$ cat src/rtl/fp_addsub_pipe_pkg.sv
// Shared types for the pipelined FP add/sub unit: rounding modes, exception flags
// and the mapping from the raw rm field to a rounding mode.
package fp_addsub_pipe_pkg;

  typedef enum logic [2:0] {
    RM_RNE = 3'b000,
    RM_RTZ = 3'b001,
    RM_RDN = 3'b010,
    RM_RUP = 3'b011,
    RM_RMM = 3'b100
  } rm_e;

  typedef struct packed {
    logic nv;
    logic dz;
    logic of;
    logic uf;
    logic nx;
  } fflags_t;

  localparam logic [4:0] FFLAG_NV = 5'b10000;
  localparam logic [4:0] FFLAG_DZ = 5'b01000;
  localparam logic [4:0] FFLAG_OF = 5'b00100;
  localparam logic [4:0] FFLAG_UF = 5'b00010;
  localparam logic [4:0] FFLAG_NX = 5'b00001;

  // Reserved encodings fall back to round-to-nearest-even.
  function automatic rm_e decode_rm(input logic [2:0] raw);
    case (raw)
      3'b001:  return RM_RTZ;
      3'b010:  return RM_RDN;
      3'b011:  return RM_RUP;
      3'b100:  return RM_RMM;
      default: return RM_RNE;
    endcase
  endfunction

endpackage

$ cat src/rtl/fp_addsub_pipe_if.sv
// Operation bus of the FP add/sub pipe: operands and tag in, rounded result out.
interface fp_addsub_pipe_if #(
    parameter int EXP_W = 8,
    parameter int MAN_W = 23,
    parameter int TAG_W = 32
);
    localparam int W = 1 + EXP_W + MAN_W;

    // valid_i qualifies an operation only on an edge where en=1; there is no ready,
    // the whole pipe stalls through en. valid_o qualifies result/fflags/tag_o.
    logic             valid_i;
    logic             add_sub;
    logic [W-1:0]     num1;
    logic [W-1:0]     num2;
    logic [2:0]       rm;
    logic [TAG_W-1:0] tag_i;
    logic             valid_o;
    logic [W-1:0]     result;
    logic [4:0]       fflags;
    logic [TAG_W-1:0] tag_o;

    modport master (
        output valid_i, add_sub, num1, num2, rm, tag_i,
        input  valid_o, result, fflags, tag_o
    );

    modport slave (
        input  valid_i, add_sub, num1, num2, rm, tag_i,
        output valid_o, result, fflags, tag_o
    );
endinterface

$ cat src/rtl/fp_lzc.sv
// Combinational leading-zero counter; an all-zero input reports WIDTH.
module fp_lzc #(
    parameter  int WIDTH = 27,
    localparam int CW    = $clog2(WIDTH + 1)
) (
    input  logic [WIDTH-1:0] value,
    output logic [CW-1:0]    count
);
    // Higher set bits overwrite lower ones, so the MSB-most one decides.
    always_comb begin
        count = CW'(WIDTH);
        for (int i = 0; i < WIDTH; i++) begin
            if (value[i]) count = CW'(WIDTH - 1 - i);
        end
    end
endmodule

$ cat src/rtl/fp_addsub_pipe.sv
// Pipelined IEEE-754 add/subtract: EA (align) -> AS (add) -> N (normalise) -> round/output.
// Fixed latency of three enabled edges, per-stage clear, sideband tag carried along.
module fp_addsub_pipe
    import fp_addsub_pipe_pkg::*;
#(
    parameter int EXP_W = 8,
    parameter int MAN_W = 23,
    parameter int TAG_W = 32
) (
    input  logic       clk,
    input  logic       rst,
    input  logic       en,
    input  logic [2:0] clear,
    output logic [2:0] stg_vld,
    fp_addsub_pipe_if.slave io
);
    localparam int W    = 1 + EXP_W + MAN_W;
    localparam int F    = MAN_W;
    localparam int MW   = F + 4;
    localparam int XW   = EXP_W + 2;
    localparam int SHW  = $clog2(F + 4);
    localparam int LZW  = $clog2(MW + 1);
    localparam int WIDE = 2 * F + 4;
    localparam logic [XW-1:0]  EMAX    = XW'((1 << EXP_W) - 1);
    localparam logic [W-1:0]   QNAN    = {1'b0, {EXP_W{1'b1}}, 1'b1, {(F-1){1'b0}}};
    localparam logic [W-2:0]   INF_MAG = {{EXP_W{1'b1}}, {F{1'b0}}};
    localparam logic [W-2:0]   MAX_MAG = {{(EXP_W-1){1'b1}}, 1'b0, {F{1'b1}}};

    typedef struct packed {
        logic             vld;
        logic [TAG_W-1:0] tag;
        rm_e              rm;
        logic             spec;
        logic             spec_nv;
        logic [W-1:0]     spec_res;
    } ctl_t;

    typedef struct packed {
        ctl_t             ctl;
        logic             l_sign;
        logic             s_sign;
        logic [EXP_W-1:0] l_exp;
        logic [F:0]       l_man;
        logic [F+2:0]     s_al;
        logic             sticky;
    } ea_t;

    typedef struct packed {
        ctl_t             ctl;
        logic             sign;
        logic             eff_sub;
        logic [EXP_W-1:0] exp;
        logic [F+4:0]     sum;
    } as_t;

    typedef struct packed {
        ctl_t          ctl;
        logic          sign;
        logic          eff_sub;
        logic          zero;
        logic [XW-1:0] exp;
        logic [MW-1:0] man;
    } n_t;

    ea_t ea_d, ea_q;
    as_t as_d, as_q;
    n_t  n_d,  n_q;

    // ---------------- EA: unpack, classify, swap, align ----------------
    logic             sign_a, sign_b;
    logic [EXP_W-1:0] exp_a, exp_b, eff_a, eff_b, diff;
    logic [F-1:0]     frac_a, frac_b;
    logic             nan_a, nan_b, snan_a, snan_b, inf_a, inf_b, swap;
    logic [F:0]       man_a, man_b, s_man;
    logic [SHW-1:0]   shamt;
    logic [WIDE-1:0]  wide;

    assign sign_a = io.num1[W-1];
    assign sign_b = io.num2[W-1] ^ io.add_sub;
    assign exp_a  = io.num1[W-2:F];
    assign exp_b  = io.num2[W-2:F];
    assign frac_a = io.num1[F-1:0];
    assign frac_b = io.num2[F-1:0];
    assign nan_a  = (&exp_a) & (|frac_a);
    assign nan_b  = (&exp_b) & (|frac_b);
    assign snan_a = nan_a & ~frac_a[F-1];
    assign snan_b = nan_b & ~frac_b[F-1];
    assign inf_a  = (&exp_a) & ~(|frac_a);
    assign inf_b  = (&exp_b) & ~(|frac_b);
    // Subnormals share the exponent of the smallest normal and lack the hidden bit.
    assign eff_a  = (exp_a == '0) ? EXP_W'(1) : exp_a;
    assign eff_b  = (exp_b == '0) ? EXP_W'(1) : exp_b;
    assign man_a  = {exp_a != '0, frac_a};
    assign man_b  = {exp_b != '0, frac_b};
    assign swap   = io.num2[W-2:0] > io.num1[W-2:0];
    assign s_man  = swap ? man_a : man_b;
    assign diff   = swap ? (eff_b - eff_a) : (eff_a - eff_b);
    assign shamt  = (diff > EXP_W'(F + 3)) ? SHW'(F + 3) : SHW'(diff);
    assign wide   = {s_man, {(F+3){1'b0}}} >> shamt;

    always_comb begin
        ea_d              = '0;
        ea_d.ctl.vld      = io.valid_i;
        ea_d.ctl.tag      = io.tag_i;
        ea_d.ctl.rm       = decode_rm(io.rm);
        ea_d.ctl.spec     = nan_a | nan_b | inf_a | inf_b;
        ea_d.ctl.spec_nv  = snan_a | snan_b | (inf_a & inf_b & (sign_a != sign_b));
        if (nan_a | nan_b | (inf_a & inf_b & (sign_a != sign_b))) ea_d.ctl.spec_res = QNAN;
        else if (inf_a)                                            ea_d.ctl.spec_res = {sign_a, INF_MAG};
        else                                                       ea_d.ctl.spec_res = {sign_b, INF_MAG};
        ea_d.l_sign = swap ? sign_b : sign_a;
        ea_d.s_sign = swap ? sign_a : sign_b;
        ea_d.l_exp  = swap ? eff_b : eff_a;
        ea_d.l_man  = swap ? man_b : man_a;
        ea_d.s_al   = wide[WIDE-1:F+1];
        ea_d.sticky = |wide[F:0];
    end

    // ---------------- AS: magnitude add/subtract ----------------
    logic [F+4:0] l_mag, s_mag;
    logic         eff_sub;

    assign l_mag   = {1'b0, ea_q.l_man, 3'b000};
    assign s_mag   = {1'b0, ea_q.s_al, ea_q.sticky};
    assign eff_sub = ea_q.l_sign ^ ea_q.s_sign;

    always_comb begin
        as_d         = '0;
        as_d.ctl     = ea_q.ctl;
        as_d.sign    = ea_q.l_sign;
        as_d.eff_sub = eff_sub;
        as_d.exp     = ea_q.l_exp;
        as_d.sum     = eff_sub ? (l_mag - s_mag) : (l_mag + s_mag);
    end

    // ---------------- N: normalise, clamp to subnormal ----------------
    logic [LZW-1:0] lz;
    logic [XW-1:0]  exp_x, room, shl;

    fp_lzc #(.WIDTH(MW)) u_lzc (
        .value (as_q.sum[MW-1:0]),
        .count (lz)
    );

    assign exp_x = {2'b00, as_q.exp};
    assign room  = exp_x - XW'(1);
    assign shl   = (XW'(lz) > room) ? room : XW'(lz);

    always_comb begin
        n_d         = '0;
        n_d.ctl     = as_q.ctl;
        n_d.sign    = as_q.sign;
        n_d.eff_sub = as_q.eff_sub;
        n_d.zero    = ~(|as_q.sum);
        if (as_q.sum[F+4]) begin
            n_d.man = {as_q.sum[F+4:2], as_q.sum[1] | as_q.sum[0]};
            n_d.exp = exp_x + XW'(1);
        end else begin
            n_d.man = as_q.sum[MW-1:0] << shl;
            n_d.exp = exp_x - shl;
        end
    end

    // ---------------- Round (combinational after N) ----------------
    logic          lsb, g, rs, inexact, round_up, rcarry, hid, ovf, to_inf;
    logic [F+1:0]  mr;
    logic [XW-1:0] exp_r;
    logic [F-1:0]  frac_r;
    logic [W-1:0]  res_d;
    fflags_t       flags_d;

    assign lsb     = n_q.man[3];
    assign g       = n_q.man[2];
    assign rs      = |n_q.man[1:0];
    assign inexact = g | rs;

    always_comb begin
        case (n_q.ctl.rm)
            RM_RTZ:  round_up = 1'b0;
            RM_RDN:  round_up = inexact & n_q.sign;
            RM_RUP:  round_up = inexact & ~n_q.sign;
            RM_RMM:  round_up = g;
            default: round_up = g & (rs | lsb);
        endcase
    end

    // A carry out of the mantissa renormalises to 1.0 with the exponent bumped.
    assign mr     = {1'b0, n_q.man[MW-1:3]} + (F+2)'(round_up);
    assign rcarry = mr[F+1];
    assign hid    = rcarry | mr[F];
    assign exp_r  = n_q.exp + XW'(rcarry);
    assign frac_r = rcarry ? '0 : mr[F-1:0];
    assign ovf    = hid & (exp_r >= EMAX);
    assign to_inf = (n_q.ctl.rm == RM_RNE) || (n_q.ctl.rm == RM_RMM) ||
                    ((n_q.ctl.rm == RM_RDN) && n_q.sign) || ((n_q.ctl.rm == RM_RUP) && !n_q.sign);

    always_comb begin
        res_d   = '0;
        flags_d = '0;
        if (n_q.ctl.spec) begin
            res_d      = n_q.ctl.spec_res;
            flags_d.nv = n_q.ctl.spec_nv;
        end else if (n_q.zero) begin
            res_d[W-1] = n_q.eff_sub ? (n_q.ctl.rm == RM_RDN) : n_q.sign;
        end else if (ovf) begin
            res_d      = {n_q.sign, to_inf ? INF_MAG : MAX_MAG};
            flags_d.of = 1'b1;
            flags_d.nx = 1'b1;
        end else begin
            res_d      = {n_q.sign, hid ? exp_r[EXP_W-1:0] : {EXP_W{1'b0}}, frac_r};
            flags_d.uf = ~hid & inexact;
            flags_d.nx = inexact;
        end
    end

    // ---------------- Registers: rst > clear[k] > en > hold ----------------
    always_ff @(posedge clk or negedge rst) begin
        if (!rst)          ea_q <= '0;
        else if (clear[0]) ea_q <= '0;
        else if (en)       ea_q <= ea_d;
    end

    always_ff @(posedge clk or negedge rst) begin
        if (!rst)          as_q <= '0;
        else if (clear[1]) as_q <= '0;
        else if (en)       as_q <= as_d;
    end

    always_ff @(posedge clk or negedge rst) begin
        if (!rst)          n_q <= '0;
        else if (clear[2]) n_q <= '0;
        else if (en)       n_q <= n_d;
    end

    logic             vld_q;
    logic [W-1:0]     res_q;
    fflags_t          flags_q;
    logic [TAG_W-1:0] tag_q;

    always_ff @(posedge clk or negedge rst) begin
        if (!rst) begin
            vld_q   <= 1'b0;
            res_q   <= '0;
            flags_q <= '0;
            tag_q   <= '0;
        end else if (en) begin
            vld_q <= n_q.ctl.vld;
            if (n_q.ctl.vld) begin
                res_q   <= res_d;
                flags_q <= flags_d;
                tag_q   <= n_q.ctl.tag;
            end
        end
    end

    assign io.valid_o = vld_q;
    assign io.result  = res_q;
    assign io.fflags  = flags_q;
    assign io.tag_o   = tag_q;
    assign stg_vld    = {n_q.ctl.vld, as_q.ctl.vld, ea_q.ctl.vld};

endmodule

$ cat src/flat_wrapper.sv
// flat-port wrapper written by rule: the top's interface ports become plain ports
module fp_addsub_pipe_flat import fp_addsub_pipe_pkg::*;
#(
    parameter int EXP_W = 8,
    parameter int MAN_W = 23,
    parameter int TAG_W = 32
)
  (clk, rst, en, clear, stg_vld, io_valid_i, io_add_sub, io_num1, io_num2, io_rm, io_tag_i, io_valid_o, io_result, io_fflags, io_tag_o);
  fp_addsub_pipe_if #(.EXP_W(EXP_W), .MAN_W(MAN_W), .TAG_W(TAG_W)) io_i ();
  input  logic clk;
  input  logic rst;
  input  logic en;
  input  logic [2:0] clear;
  output logic [2:0] stg_vld;
  input wire logic [$bits(io_i.valid_i)-1:0] io_valid_i;
  input wire logic [$bits(io_i.add_sub)-1:0] io_add_sub;
  input wire logic [$bits(io_i.num1)-1:0] io_num1;
  input wire logic [$bits(io_i.num2)-1:0] io_num2;
  input wire logic [$bits(io_i.rm)-1:0] io_rm;
  input wire logic [$bits(io_i.tag_i)-1:0] io_tag_i;
  output wire logic [$bits(io_i.valid_o)-1:0] io_valid_o;
  output wire logic [$bits(io_i.result)-1:0] io_result;
  output wire logic [$bits(io_i.fflags)-1:0] io_fflags;
  output wire logic [$bits(io_i.tag_o)-1:0] io_tag_o;
  assign io_i.valid_i = io_valid_i;
  assign io_i.add_sub = io_add_sub;
  assign io_i.num1 = io_num1;
  assign io_i.num2 = io_num2;
  assign io_i.rm = io_rm;
  assign io_i.tag_i = io_tag_i;
  assign io_valid_o = io_i.valid_o;
  assign io_result = io_i.result;
  assign io_fflags = io_i.fflags;
  assign io_tag_o = io_i.tag_o;
  fp_addsub_pipe #(.EXP_W(EXP_W), .MAN_W(MAN_W), .TAG_W(TAG_W)) u_core (.clk(clk), .rst(rst), .en(en), .clear(clear), .stg_vld(stg_vld), .io(io_i));
endmodule
$ cat config.mk
export PLATFORM = sky130hd
export DESIGN_NAME = fp_addsub_pipe_flat
export DESIGN_NICKNAME = d
export VERILOG_FILES = /design/src/rtl/fp_addsub_pipe_pkg.sv /design/src/rtl/fp_addsub_pipe_if.sv /design/src/rtl/fp_lzc.sv /design/src/rtl/fp_addsub_pipe.sv /design/src/flat_wrapper.sv
export SDC_FILE = /design/constraint.sdc
export NUM_CORES = 1
export LEC_CHECK = 0
export ABC_AREA = 1
export CAP_MARGIN = 20
export CORE_ASPECT_RATIO = 0.8
export CORE_UTILIZATION = 36
export CTS_BUF_LIST = sky130_fd_sc_hd__clkbuf_4 sky130_fd_sc_hd__clkbuf_8
export CTS_CLUSTER_SIZE = 20
export DETAILED_ROUTE_END_ITERATION = 8
export SYNTH_ARGS = -nofsm -noshare
export SYNTH_HDL_FRONTEND = slang
export SYNTH_HIERARCHICAL = 1
export SYNTH_SLANG_ARGS = --single-unit
$ cat constraint.sdc
create_clock -name clk -period 6.01 [get_ports clk]
set_input_delay 0.9015 -clock clk [delete_from_list [all_inputs] [get_ports clk]]
set_output_delay 0.9015 -clock clk [all_outputs]
set_load 0.005 [all_outputs]
After elaboration in Yosys (flattened, before gate mapping)

Cells that the tools add are included.

Muxes and demuxes: 63
Order comparisons: 4
Add/sub/neg operators: 9
Shifts and indexed selects: 2
Eq/ne operators: 9
Reductions and logical operators: 22
Bitwise gates (word level): 32

Operator list:

| operator                       | count |
|---|---|
| 2-to-1 mux 131 bit             | 2 |
| 2-to-1 mux 110 bit             | 2 |
| 2-to-1 mux 108 bit             | 2 |
| 2-to-1 mux 5 bit               | 27 |
| 2-to-1 mux 32 bit              | 3 |
| 2-to-1 mux 24 bit              | 3 |
| 2-to-1 mux 31 bit              | 2 |
| right shift 50 x 5 -> 50 bit   | 1 |
| OR reduction 23 bit            | 2 |
| 2-to-1 mux 8 bit               | 5 |
| 2-to-1 mux 37 bit              | 1 |
| greater-than comparator 31 bit | 1 |
| adder 27 x 27 -> 28 bit        | 1 |
| 2-to-1 mux 28 bit              | 1 |
| OR reduction 28 bit            | 1 |
| subtractor 27 x 27 -> 28 bit   | 1 |
| << shifter 27 x 10 -> 27 bit   | 1 |
| adder 24 x 1 -> 25 bit         | 1 |
| OR reduction 24 bit            | 1 |
| 2-to-1 mux 23 bit              | 1 |
| logical NOT 8 bit              | 2 |
| AND reduction 8 bit            | 2 |
| nonzero test 8 bit             | 2 |
| subtractor 8 bit               | 2 |
| other kinds (27)               | 74 |

Register bits after elaboration: 418
Word-level logic and storage cells: 181

Depth between registers and ports, before layout

Depth in word-level cells: 33
Mapped depth: 52
Mapped depth without buffers: 50

Cells and area by module

The synthesis kept the hierarchy.

By module, submodules not included:

| module         | cells each | seq. area each (um2) | instances | area each (um2) |
|---|---|---|---|---|
| fp_addsub_pipe | 2901       | 8282.9               | 1         | 21345.5 |
| fp_lzc         | 80         | 0.0                  | 1         | 352.8 |

Worst setup path before layout

OpenSTA, ideal clock, no wires.

Path type: register to register
Start: register u_core/n_q[76] in the netlist's numbering
End: register u_core.res_q[10], in the netlist u_core/io.result[10]
Setup time: 0.130 ns
Data arrival time: 4.776 ns
Slack: 1.105 ns
Path buffers: 1
Cell stages (with the launch flop): 41
Data required time: 5.880 ns
Cell sequence: dfrtp_1 nor2_1 inv_1 nor2_1 ha_1 nor2_1 nand2_1 o21ai_0 ha_1 ha_1 nand2_1 nor2_1 nand3_1 inv_1 nand2_1 nor2_1 nand4_1 nor2_1 (+5 left out) nor2_1 inv_1 nor2_1 ha_1 ha_1 nand3_1 inv_1 nand3_1 xor2_1 nor4_1 nand4_1 nand2_1 nand2_1 inv_1 o31ai_1 nand2_1 clkbuf_1 o21ai_0

Cells in the longest elaborated chain, start to end: 9

Ends and longest elaborated chain:

| what                                        | RTL line                                     | RTL |
|---|---|---|
| from (decl)                                 | fp_addsub_pipe.sv:67                         | `n_t n_d, n_q;` |
| from (signal assigned)                      | fp_addsub_pipe.sv:232                        | `else if (en) n_q <= n_d;` |
| == test 3 bit (tied with other cells)       | fp_addsub_pipe.sv:178, fp_addsub_pipe.sv:194 |  |
| case mux 1 bit (4 select lines)             | fp_addsub_pipe.sv:178                        | `case (n_q.ctl.rm)` |
| adder 24 x 1 -> 25 bit                      | fp_addsub_pipe.sv:188                        | `assign mr = {1'b0, n_q.man[MW-1:3]} + (F+2)'(round_up);` |
| adder 10 x 1 -> 10 bit                      | fp_addsub_pipe.sv:191                        | `assign exp_r = n_q.exp + XW'(rcarry);` |
| greater-or-equal comparator 10 x 8 -> 1 bit | fp_addsub_pipe.sv:193                        | `assign ovf = hid & (exp_r >= EMAX);` |
| bitwise AND 1 bit                           | fp_addsub_pipe.sv:193                        |  |
| 2-to-1 mux 31 bit *                         | fp_addsub_pipe.sv:205                        | `end else if (ovf) begin` |
| 2-to-1 mux 31 bit *                         | fp_addsub_pipe.sv:203                        | `end else if (n_q.zero) begin` |
| 2-to-1 mux 32 bit *                         | fp_addsub_pipe.sv:200                        | `if (n_q.ctl.spec) begin` |
| to (signal assigned)                        | fp_addsub_pipe.sv:249                        | `res_q <= res_d;` |
| to (decl)                                   | fp_addsub_pipe.sv:236                        | `logic [W-1:0] res_q;` |

Mark *: on every way between the ends. The rest lies on a longest branch, timed or not.
A chain may end at the register's enable or synchronous reset.

Final worst setup path

Start: register u_core/n_q[75] in the netlist's numbering
End: register u_core.res_q[16], in the netlist u_core/io.result[16]

Same word-level chain as after synthesis.

==> reports/results.ini <==
[cts]
cts_max_level = 2
clk_latency_ns = 0.66
cts.hold.buffers_added = 0
numClockSinks = 331
cts-buffers-inserted = 56
cts_tree = yes
clock_path_buffers = 3
root_buffer = clkbuf_8
clkSlewWorstSetupHoldPaths_ns = 0.07

[critical_path]
critical_path_required_ns = 6.53
slowest_stage = dfrtp_1
crit_type = reg2reg
max_stage_delay_ns = 0.37
critPathLaunchType = flop
arrival_ns = 5.92
path_max_fanout = 6
worstSetupEndpointType = flop

[synth]
postSynthAreaPerCell_um2 = 7.28
synth_commonest_cells = 693 x nand2_1, 421 x inv_1, 331 x dfrtp_1, 303 x o21ai_0, 176 x nor2_1
yosysMostFrequentCell = nand2_1
synth_top_area_share_pct = 38.2
async_flop_share_pct = 100
synth-main-ff-cell = dfrtp_1
ys_warn_count = 6
seq_area_frac_synth_pct = 38.2
ys_seq_elements = 331
synth.distinct_cells = 63
synth_area_um2 = 21700
synth_area_leader_cell = dfrtp_1
synth_edf_count = 0
synth_area_leaders = dfrtp_1 38%, nand2_1 12%, inv_1 7.3%, o21ai_0 7.0%, ha_1 6.5%
netlist_instances = 2981

[floorplanning]
die_h_um = 222
dieArea_um2 = 61300
fp-row-count = 80
coreArea_um2 = 59600
dieWidth_um = 276
io_pins = 180
initial_utilization_pct = 36.4

[power_and_ir_drop]
ir_worst_vdd_uv = 199
pwr-share-seq_pct = 34.1
leakagePower_uw = 0.0120
power_switching_uw = 3000
sw_frac_of_total_pct = 38.8
p_comb_share_pct = 36.7
clkPwrFrac_pct = 29.2
power.internal_uw = 4740
p_per_area_nw_per_um2 = 304

[run]
drv_cap = 0

[status]
status = finished, final reports clean

[place]
routabilityCongestion = 0.942
placedCellCount = 3816
dpl_cell_area_um2 = 24100
post-dp-hpwl_um = 49800
portBuffers = 178
preCtsSetupSlack_ns = 0.384

[sta]
fin_crit_ns = 5.40
tightest_slew_ns = 1.00
post-route-period-util_pct = 89.8
skew_ns = 0.0424
finalMaxSlewViolations = 0
setup_slack_ns = 0.610
setup_viol = 0
fmax_mhz = 185
setup_tns_ns = 0
slew_headroom_pct = 33.1
hold_violations = 0

[grt]
antenna_found_initial = 2
first_global_vias = 18900
grt_usage_pct = 21.6
grt_pass1_wl_um = 106000
grt_remaining_overflow = 0
grt_max_degree = 140

[layout]
drive_gt1_share_pct = 6.52
fin_nets = 3321
finalInstanceArea_um2 = 25400
area_delta_synth_final_pct = 17.2
final_cells = 3923
fin_util_pct = 42.7

[route]
first_iter_violations = 1753
wl_um = 67100
drt-vias-per-instance = 5.18
drc = 0
wl_per_cell_um = 17.1
ant_nets = 0
drt_pass1_iterations = 8
vias = 20300

[hold_path]
hp-class = in2async

[worst max-delay path: cells and delay by family (launching register included)]
family / cells / cell delay (ns)
DFF: 1 / 0.37
buffers and inverters: 8 / 0.74
xor gates and xnor gates: 1 / 0.17
AOI/OAI and AO/OA: 4 / 0.40
adders and majority gates: 5 / 1.06
and+or+nand+nor: 24 / 2.55
[power by group through the flow]
stage | clock network [uW] | logic, uW | registers [uW]
finish | 2260 | 2840 | 2640
detailed placement | 0 | 2800 | 2670
global route | 2400 | 3200 | 2670
CTS | 2310 | 2820 | 2640
floorplan | 0 | 1930 | 2610
global placement | 0 | 2800 | 2670
[path summary, 6_finish.rpt]
| check | start | endpoint | slack [ns] | cells after the start |
|---|---|---|---|---|
| min in group clk | u_core/io.tag_o[21]$_DFFE_PN0P_ | u_core/io.tag_o[21]$_DFFE_PN0P_ | 0.48 | 2 |
| hold reg to reg | u_core/io.tag_o[21]$_DFFE_PN0P_ | u_core/io.tag_o[21]$_DFFE_PN0P_ | 0.48 | 2 |
| setup / recovery | u_core/n_q[75]$_DFFE_PN0P_ | u_core/io.result[16]$_DFFE_PN0P_ | 0.61 | 42 |
| setup reg to reg | u_core/n_q[75]$_DFFE_PN0P_ | u_core/io.result[16]$_DFFE_PN0P_ | 0.61 | 42 |
| hold / removal | rst | u_core/as_q[14]$_DFFE_PN0P_ | 0.24 | 1 |
| max in group asynchronous | rst | u_core/as_d[33]$_DFFE_PN0P_ | 4.56 | 2 |
[metrics by stage]
stage	total power [uW]	hold WS [ns]
floorplan	4540	0.449
global placement	5470	0.466
global route	8260	0.290
detailed placement	5480	0.472
finish	7740	0.237
CTS	7760	0.256
[registers in the layout (all words and copies together), names as in the netlist]
signal and count:
u_core/as_q 78, u_core/n_q 78, u_core/ea_q 52, u_core/as_d 49, u_core/io.result 32, u_core/io.tag_o 32, u_core/io.fflags 4, u_core/stg_vld 3
u_core/g 1, u_core/io.valid_o 1, u_core/lsb 1
[kinds of logic (layout without fill, tap and decap cells)]
family          count (synthesis)  count (layout)  synth area share, %
mux                             3               3                0.138
compound gates                702             702                 18.7
other cells                     2               4               0.0346
xor+xnor                       56              56                 2.26
simple gates                 1173            1173                 23.1
buf+inv                       599             760                 10.9
fa+ha+maj                     115             115                 6.70
flops                         331             331                 38.2
[area by class of cell]
class	instances	area, um^2
clock inverters	17	184
repair buffers	215	2130
well taps	779	975
fillers	6119	34100
flip-flops and latches	331	8280
inverters	443	1680
diodes	1	2.50
clock buffers	85	1070
multi-input cells	2052	11100
[placed cells by master, fill, tap and decap left out, drive strengths merged, types with 4 or more instances in the layout]
| cell | synthesis | routed |
|---|---|---|
| a21boi | 7 | 7 |
| a21o | 4 | 4 |
| a21oi | 127 | 127 |
| a31oi | 11 | 11 |
| and2 | 4 | 4 |
| buf | 46 | 36 |
| bufinv | 1 | 4 |
| clkbuf | 110 | 87 |
| clkdlybuf4s50 | 0 | 177 |
| clkinv | 5 | 15 |
| dfrtp | 331 | 331 |
| ha | 113 | 113 |
| inv | 437 | 440 |
| nand2 | 699 | 699 |
| nand3 | 173 | 173 |
| nand4 | 45 | 45 |
| nor2 | 181 | 181 |
| nor3 | 22 | 22 |
| nor4 | 28 | 28 |
| o211ai | 24 | 24 |
| o21a | 6 | 6 |
| o21ai | 319 | 319 |
| o21bai | 4 | 4 |
| o221ai | 32 | 32 |
| o22ai | 141 | 141 |
| o311ai | 4 | 4 |
| o31ai | 7 | 7 |
| o32ai | 5 | 5 |
| or2 | 12 | 12 |
| or3 | 4 | 4 |
| xnor2 | 5 | 5 |
| xor2 | 51 | 51 |
[routing by layer]
layer	track usage, %	share of wire [%]	wire [um]	vias to the layer above
li1	-	-	-	10100
met1	33.7	50	33800	9459
met2	30.2	40	26900	651
met3	3.93	7.5	5020	82
met4	5.01	1.9	1270	2
met5	0	0.019	13	-
[repair_timing]
item | CTS | global route
gates resized for setup | 0 | 13
setup buffers | 0 | 2
setup endpoints to repair | 0 | 26
(Power assumes the default switching activity.)
